`src/rtl/spi_cmd.sv`:
```
// spi_cmd: turns received SPI bytes into single-byte bus read/write requests.
// Latency: byte strobe 3 clk after rx_done rises; req rises 2 clk after the strobe that completes a command.
// Backpressure: req is held until ack; bytes arriving while a request is outstanding are dropped.
//
// Ports:
//   clk, reset            system clock, async active-high reset (sync release expected upstream)
//   spi_cs_n, rx_done, rx from spi_byte (cs_n/done async to clk, rx stable while done high)
//   tx                    byte returned to spi_byte for the next SPI byte (read data)
//   addr, wr_data, we,
//   req, ack, rd_data     single-byte req/ack bus toward PET RAM/IO
//   overrun               sticky dropped-byte flag
//
// Optional feature: define SPI_CMD_OVERRUN_EN to enable the sticky overrun flag;
// when undefined, overrun is tied 0.

module spi_cmd #(
  parameter int ADDR_WIDTH = 17
) (
  input  logic                  clk,
  input  logic                  reset,
  input  logic                  spi_cs_n,
  input  logic                  rx_done,
  input  logic [7:0]            rx,
  output logic [7:0]            tx,
  output logic [ADDR_WIDTH-1:0] addr,
  output logic [7:0]            wr_data,
  output logic                  we,
  output logic                  req,
  input  logic                  ack,
  input  logic [7:0]            rd_data,
  output logic                  overrun
);

  typedef enum logic [2:0] {
    S_IDLE, S_ADDR_HI, S_ADDR_LO, S_DATA, S_BUS, S_IGNORE
  } state_t;

  // Bit 16 of the address; truncates to zero for a 16-bit bus.
  localparam logic [ADDR_WIDTH-1:0] LP_B16 = ADDR_WIDTH'(32'h0001_0000);

  state_t                r_state, w_state_nxt;
  logic                  r_done_s1, r_done_s2, r_done_d;
  logic                  r_cs_s1, r_cs_s2;
  logic [ADDR_WIDTH-1:0] r_addr, w_addr_nxt, w_addr_inc, w_addr_cmd;
  logic [7:0]            r_wr_data, w_wr_data_nxt;
  logic [7:0]            r_tx, w_tx_nxt;
  logic                  r_we, w_we_nxt;
  logic                  r_req, w_req_nxt;
  logic                  r_burst, w_burst_nxt;   // next data byte auto-increments
  logic                  r_is_read, w_is_read_nxt;
  logic                  w_strobe, w_cs_high;

  // Synchronizers idle at 1 so a reset release never fakes an edge.
  always_ff @(posedge clk or posedge reset) begin
    if (reset) begin
      r_done_s1 <= 1'b1;
      r_done_s2 <= 1'b1;
      r_done_d  <= 1'b1;
      r_cs_s1   <= 1'b1;
      r_cs_s2   <= 1'b1;
    end else begin
      r_done_s1 <= rx_done;
      r_done_s2 <= r_done_s1;
      r_done_d  <= r_done_s2;
      r_cs_s1   <= spi_cs_n;
      r_cs_s2   <= r_cs_s1;
    end
  end

  assign w_strobe   = r_done_s2 & ~r_done_d;
  assign w_cs_high  = r_cs_s2;
  assign w_addr_inc = r_addr + ADDR_WIDTH'(1);
  // Command byte only supplies bit 16; the lower bits come from the address bytes.
  assign w_addr_cmd = rx[0] ? (r_addr | LP_B16) : (r_addr & ~LP_B16);

  always_ff @(posedge clk or posedge reset) begin
    if (reset) begin
      r_state   <= S_IDLE;
      r_addr    <= '0;
      r_wr_data <= '0;
      r_tx      <= '0;
      r_we      <= 1'b0;
      r_req     <= 1'b0;
      r_burst   <= 1'b0;
      r_is_read <= 1'b0;
    end else begin
      r_state   <= w_state_nxt;
      r_addr    <= w_addr_nxt;
      r_wr_data <= w_wr_data_nxt;
      r_tx      <= w_tx_nxt;
      r_we      <= w_we_nxt;
      r_req     <= w_req_nxt;
      r_burst   <= w_burst_nxt;
      r_is_read <= w_is_read_nxt;
    end
  end

  always_comb begin
    w_state_nxt   = r_state;
    w_addr_nxt    = r_addr;
    w_wr_data_nxt = r_wr_data;
    w_tx_nxt      = r_tx;
    w_we_nxt      = r_we;
    w_req_nxt     = r_req;
    w_burst_nxt   = r_burst;
    w_is_read_nxt = r_is_read;

    if (r_state == S_BUS) begin
      // BUS always completes, even if cs_n has gone high; strobes here are dropped.
      if (r_req && ack) begin
        w_req_nxt = 1'b0;
        if (r_we) begin
          w_burst_nxt = 1'b1;
          w_state_nxt = w_cs_high ? S_IDLE : S_DATA;
        end else begin
          w_tx_nxt    = rd_data;
          w_state_nxt = w_cs_high ? S_IDLE : S_IGNORE;
        end
      end else if (!r_req) begin
        w_req_nxt = 1'b1;
      end
    end else if (w_cs_high) begin
      w_state_nxt = S_IDLE;
    end else if (w_strobe) begin
      case (r_state)
        S_IDLE: begin
          case (rx[7:5])
            3'b000: begin
              w_addr_nxt    = w_addr_cmd;
              w_is_read_nxt = 1'b0;
              w_burst_nxt   = 1'b0;
              w_state_nxt   = S_ADDR_HI;
            end
            3'b001: begin
              w_addr_nxt    = w_addr_cmd;
              w_is_read_nxt = 1'b1;
              w_state_nxt   = S_ADDR_HI;
            end
            3'b010: begin
              w_addr_nxt  = w_addr_inc;
              w_burst_nxt = 1'b0;
              w_state_nxt = S_DATA;
            end
            3'b011: begin
              w_addr_nxt  = w_addr_inc;
              w_we_nxt    = 1'b0;
              w_state_nxt = S_BUS;
            end
            default: w_state_nxt = S_IGNORE;
          endcase
        end
        S_ADDR_HI: begin
          w_addr_nxt[15:8] = rx;
          w_state_nxt      = S_ADDR_LO;
        end
        S_ADDR_LO: begin
          w_addr_nxt[7:0] = rx;
          if (r_is_read) begin
            w_we_nxt    = 1'b0;
            w_state_nxt = S_BUS;
          end else begin
            w_state_nxt = S_DATA;
          end
        end
        S_DATA: begin
          if (r_burst) w_addr_nxt = w_addr_inc;
          w_wr_data_nxt = rx;
          w_we_nxt      = 1'b1;
          w_state_nxt   = S_BUS;
        end
        default: ;
      endcase
    end
  end

`ifdef SPI_CMD_OVERRUN_EN
  logic r_cs_d;
  logic r_overrun;

  always_ff @(posedge clk or posedge reset) begin
    if (reset) begin
      r_cs_d    <= 1'b1;
      r_overrun <= 1'b0;
    end else begin
      r_cs_d <= r_cs_s2;
      // Falling synced cs_n marks a new frame and clears the flag.
      if (r_cs_d && !r_cs_s2)
        r_overrun <= 1'b0;
      else if (w_strobe && r_state == S_BUS)
        r_overrun <= 1'b1;
    end
  end

  assign overrun = r_overrun;
`else
  assign overrun = 1'b0;
`endif

  assign tx      = r_tx;
  assign addr    = r_addr;
  assign wr_data = r_wr_data;
  assign we      = r_we;
  assign req     = r_req;

endmodule

```
`config.mk`:
```
export PLATFORM = sky130hd
export DESIGN_NAME = spi_cmd
export DESIGN_NICKNAME = d
export VERILOG_FILES = /design/src/rtl/spi_cmd.sv
export SDC_FILE = /design/constraint.sdc
export NUM_CORES = 1
export LEC_CHECK = 0
export ABC_CLOCK_PERIOD_IN_PS = 2130
export CAP_MARGIN = 0
export CORE_ASPECT_RATIO = 1.25
export CORE_UTILIZATION = 40
export DETAILED_ROUTE_END_ITERATION = 8
export GPL_TIMING_DRIVEN = 1
export PLACE_DENSITY = 0.66
export RECOVER_POWER = 100
export SLEW_MARGIN = 20
export SYNTH_ARGS = -nofsm -noshare
export SYNTH_HDL_FRONTEND = slang
export SYNTH_SLANG_ARGS = --single-unit
```
`constraint.sdc`:
```
create_clock -name clk -period 2.13 [get_ports clk]
set_clock_uncertainty 0.1 [all_clocks]
set_input_delay 0.3195 -clock clk [delete_from_list [all_inputs] [get_ports clk]]
set_output_delay 0.3195 -clock clk [all_outputs]
set_load 0.005 [all_outputs]
```
==> results.md <==
- Status: finished, final reports clean
- Cells after synthesis: around 260
- Final setup margin: 0.1438 ns
- Via density: 5.682
- Multi-input gate area: around 1300 um2
- Hold WS: 0.2575 ns
- Wire length on met2: 3440 um
- Max transition margin: 59.28%
- Endpoints failing hold: 0
- Max Used Layer: met4
- Worst setup path startpoint: r_done_s2
- Post-CTS setup buffers: 0
- Clk sink count: 45
- Kind of critical path: flop to flop
- Reg2reg start: r_done_s2
- CP max FO: 6
- Pre-antenna DRT Iters: 4
- Hold Buf Count CTS: 0
- Clock Pin Slew Worst Setup and Hold Paths: 0.08 ns
- Worst R2R End: addr[6]
- Worst skew pair latency: 0.30 ns
- CTS Buffer Depth: 2
- Post_cts resized: 0
- N_diodes: 0
- Worst-Margin Slew: 0.6109 ns
- Final nets: 351
- Worst Path Arrival: 2.11 ns
- Syn Area/Cell: 9.923 um2
- GPL Wtd Cong: about 0.89
- Pre-CTS setup slack: -0.01706 ns
- First-pass GRT wire length: 11300 um
- Unrepaired setup endpoints after global routing: false
- Starting Density: 41.41%
- Max Clk Rate: 0.5035 GHz
- Initial antenna violation count: 0
- Period Utilization, post-route: 93.25%
- Antenna viol nets, final: 0
- Wire per inst: around 16 um
- FFs w/ async S/R, synth: 100.0%
- Critical path data required time: 2.25 ns
- Worst min-delay path class: flop to flop
- Utilization after layout: 54.84%
- Initial DRC count: 211
- Top FF cell, synth: dfrtp_1
- HP Start: r_done_s1
- Reg2Reg Setup Slack: between 0.1 and 0.15 ns
- DR WL met3: 361 um
- Core Region: 6206 um2
- R2R cell count: 4
- Rows: 32
- Io pins: 57
- Final WL: 6764 um
- Unique masters post-synth: 53
- CTS tree: built
- Cts bufs inserted: 5
- HPWL after DPL: 5034 um
- Endpoints failing setup: 0
- Total GRT Usage: 21.79%
- Vias in the first global route: 2254
- Total power per unit cell area: 969.0 nW/um2
- Number of max-cap violations: 0
- Min Tclk post-route: 1.986 ns
- Net Count, Synth: roughly 280
- Die Width: around 74 um
- Via count: 2358
- Largest net degree at the start of global routing: 24
- DIE HEIGHT: 91.62 um
- Number of synthesized flops with an enable pin: 0
- CP Launch Type: flop
- Slew Viols, Final: 0
- Worst Setup End Kind: flop
- Flops & latches, synth: 45
- Max H-tree Level: 2
- Area Overhead vs Synth: 32.42%
- Die Area: about 6800 um2
- Gr ovfl total: 0
- Worst vdd ir: 420.8 uV
- Sequential cell area: around 1100 um2
- DRC viols: 0
- Layout cell share with drive strength beyond 1: ~18%
- PortBufs: 55
- Leak pwr: 1.327 nW
- DRT met1 WL: 2826 um
- YS warnings: 0
- CTS Root Cell: clkbuf_8
- Post-Syn Area: 2570 um2
- Sequential share of the synthesized area: 44.06%
- Fillers: 580
- Crit path to: addr[6]
[synthesized netlist by cell type, types with 4 or more instances]
cell type	n	area, um2
dfrtp_1	40	1001
a21oi_1	12	60.06
nand4_1	8	50.05
nor2_1	11	41.29
or4_1	4	30.03
dfstp_2	5	131.4
o22ai_1	9	56.30
a32oi_1	4	35.03
a22o_1	5	43.79
mux2_2	19	214.0
buf_6	4	45.04
a221oi_1	4	35.03
o31ai_1	4	30.03
nand3_1	9	45.04
o21ai_0	12	60.06
nand2_1	17	63.81
a211oi_1	7	52.55
nand2b_1	6	37.54
buf_2	4	20.02
inv_1	16	60.06
clkbuf_1	4	15.01
nor3_1	5	25.02
o31a_1	6	52.55
[state kept, by name, summed over array words and instances (netlist names)]
signal / count
r_state: 3
r_done_s2: 1
r_is_read: 1
tx: 8
wr_data: 8
req: 1
r_cs_s1: 1
r_cs_s2: 1
r_burst: 1
r_done_s1: 1
addr: 17
we: 1
r_done_d: 1
[power by group]
group          total (W)  leakage, nW  internal (W)  switching (W)
Clock           0.000681       0.0574      0.000382       0.000299
Sequential       0.00139        0.550       0.00111       0.000285
Combinational    0.00122        0.719      0.000665       0.000557
Total            0.00330         1.33       0.00216        0.00114
[worst min-delay path by stage]
stage | slack (ns) | depth (start not counted) | to
6_report | 0.26 | 0 | r_done_s2
5_1_grt | 0.26 | 0 | r_cs_s2
4_1_cts | 0.20 | 2 | tx[3]
3_5_place_dp | 0.25 | 0 | r_done_s2
3_3_place_gp | 0.25 | 0 | r_done_s2
2_1_floorplan | 0.22 | 0 | r_cs_s1
[cell type report]
class / count / area share, %
Inverter: 16 / 1.765
Multi-Input combinational cell: 183 / 37.65
Timing Repair Buffer: 78 / 20.66
Clock buffer: 6 / 2.426
Sequential cell: 45 / 33.27
Tap cell: 85 / 3.125
Clock inverter: 2 / 1.103
[through the flow]
step / area, um2 / total power, W / cells / TNS [ns]
2_1_floorplan: 2570 / 0.002014 / 259 / 0
3_3_place_gp: 3309 / 0.002716 / 407 / -0.004638
3_5_place_dp: 3309 / 0.002732 / 407 / -0.02743
4_1_cts: 3430 / 0.003429 / 415 / 0
5_1_grt: 3403 / 0.003527 / 415 / 0
6_report: 3403 / 0.003298 / 415 / 0
[cell usage in the layout (no fill, tap or decap), drive strengths merged, types with 12 or more instances in the layout]
cell type      synthesis  final
nand2                 17     17
a21oi                 13     13
mux2                  19     19
buf                   11     17
clkbuf                 4     12
o21ai                 13     13
inv                   16     15
nor2                  12     12
dlygate4sd3            0     37
clkdlybuf4s50          0     18
dfrtp                 40     40
[kinds of logic (layout without fill, tap and decap cells)]
logic type / after synthesis / in the layout / share of synthesized area (%)
adder cells (fa/ha/maj): 1 / 1 / 0.4868
AND/OR/NAND/NOR: 81 / 81 / 18.31
buffers and inverters: 31 / 102 / 6.329
other: 1 / 1 / 0.1459
flip-flops: 45 / 45 / 44.06
AO/OA/AOI/OAI: 81 / 81 / 22.35
multiplexers: 19 / 19 / 8.325
[per-layer routing]
layer,GRT usage (%),vias up
li1,-,1130
met1,27.63,1127
met2,36.54,88
met3,3.407,13
met4,8.494,0
met5,0,-
[critical path, cell delays in order (launching register included)]
cell and delay (ns):
dfstp_2 0.55, or3b_2 0.49, nor2_2 0.32, o21ai_0 0.25, o22ai_1 0.21
No activity file was read; power rests on OpenSTA's default activity.
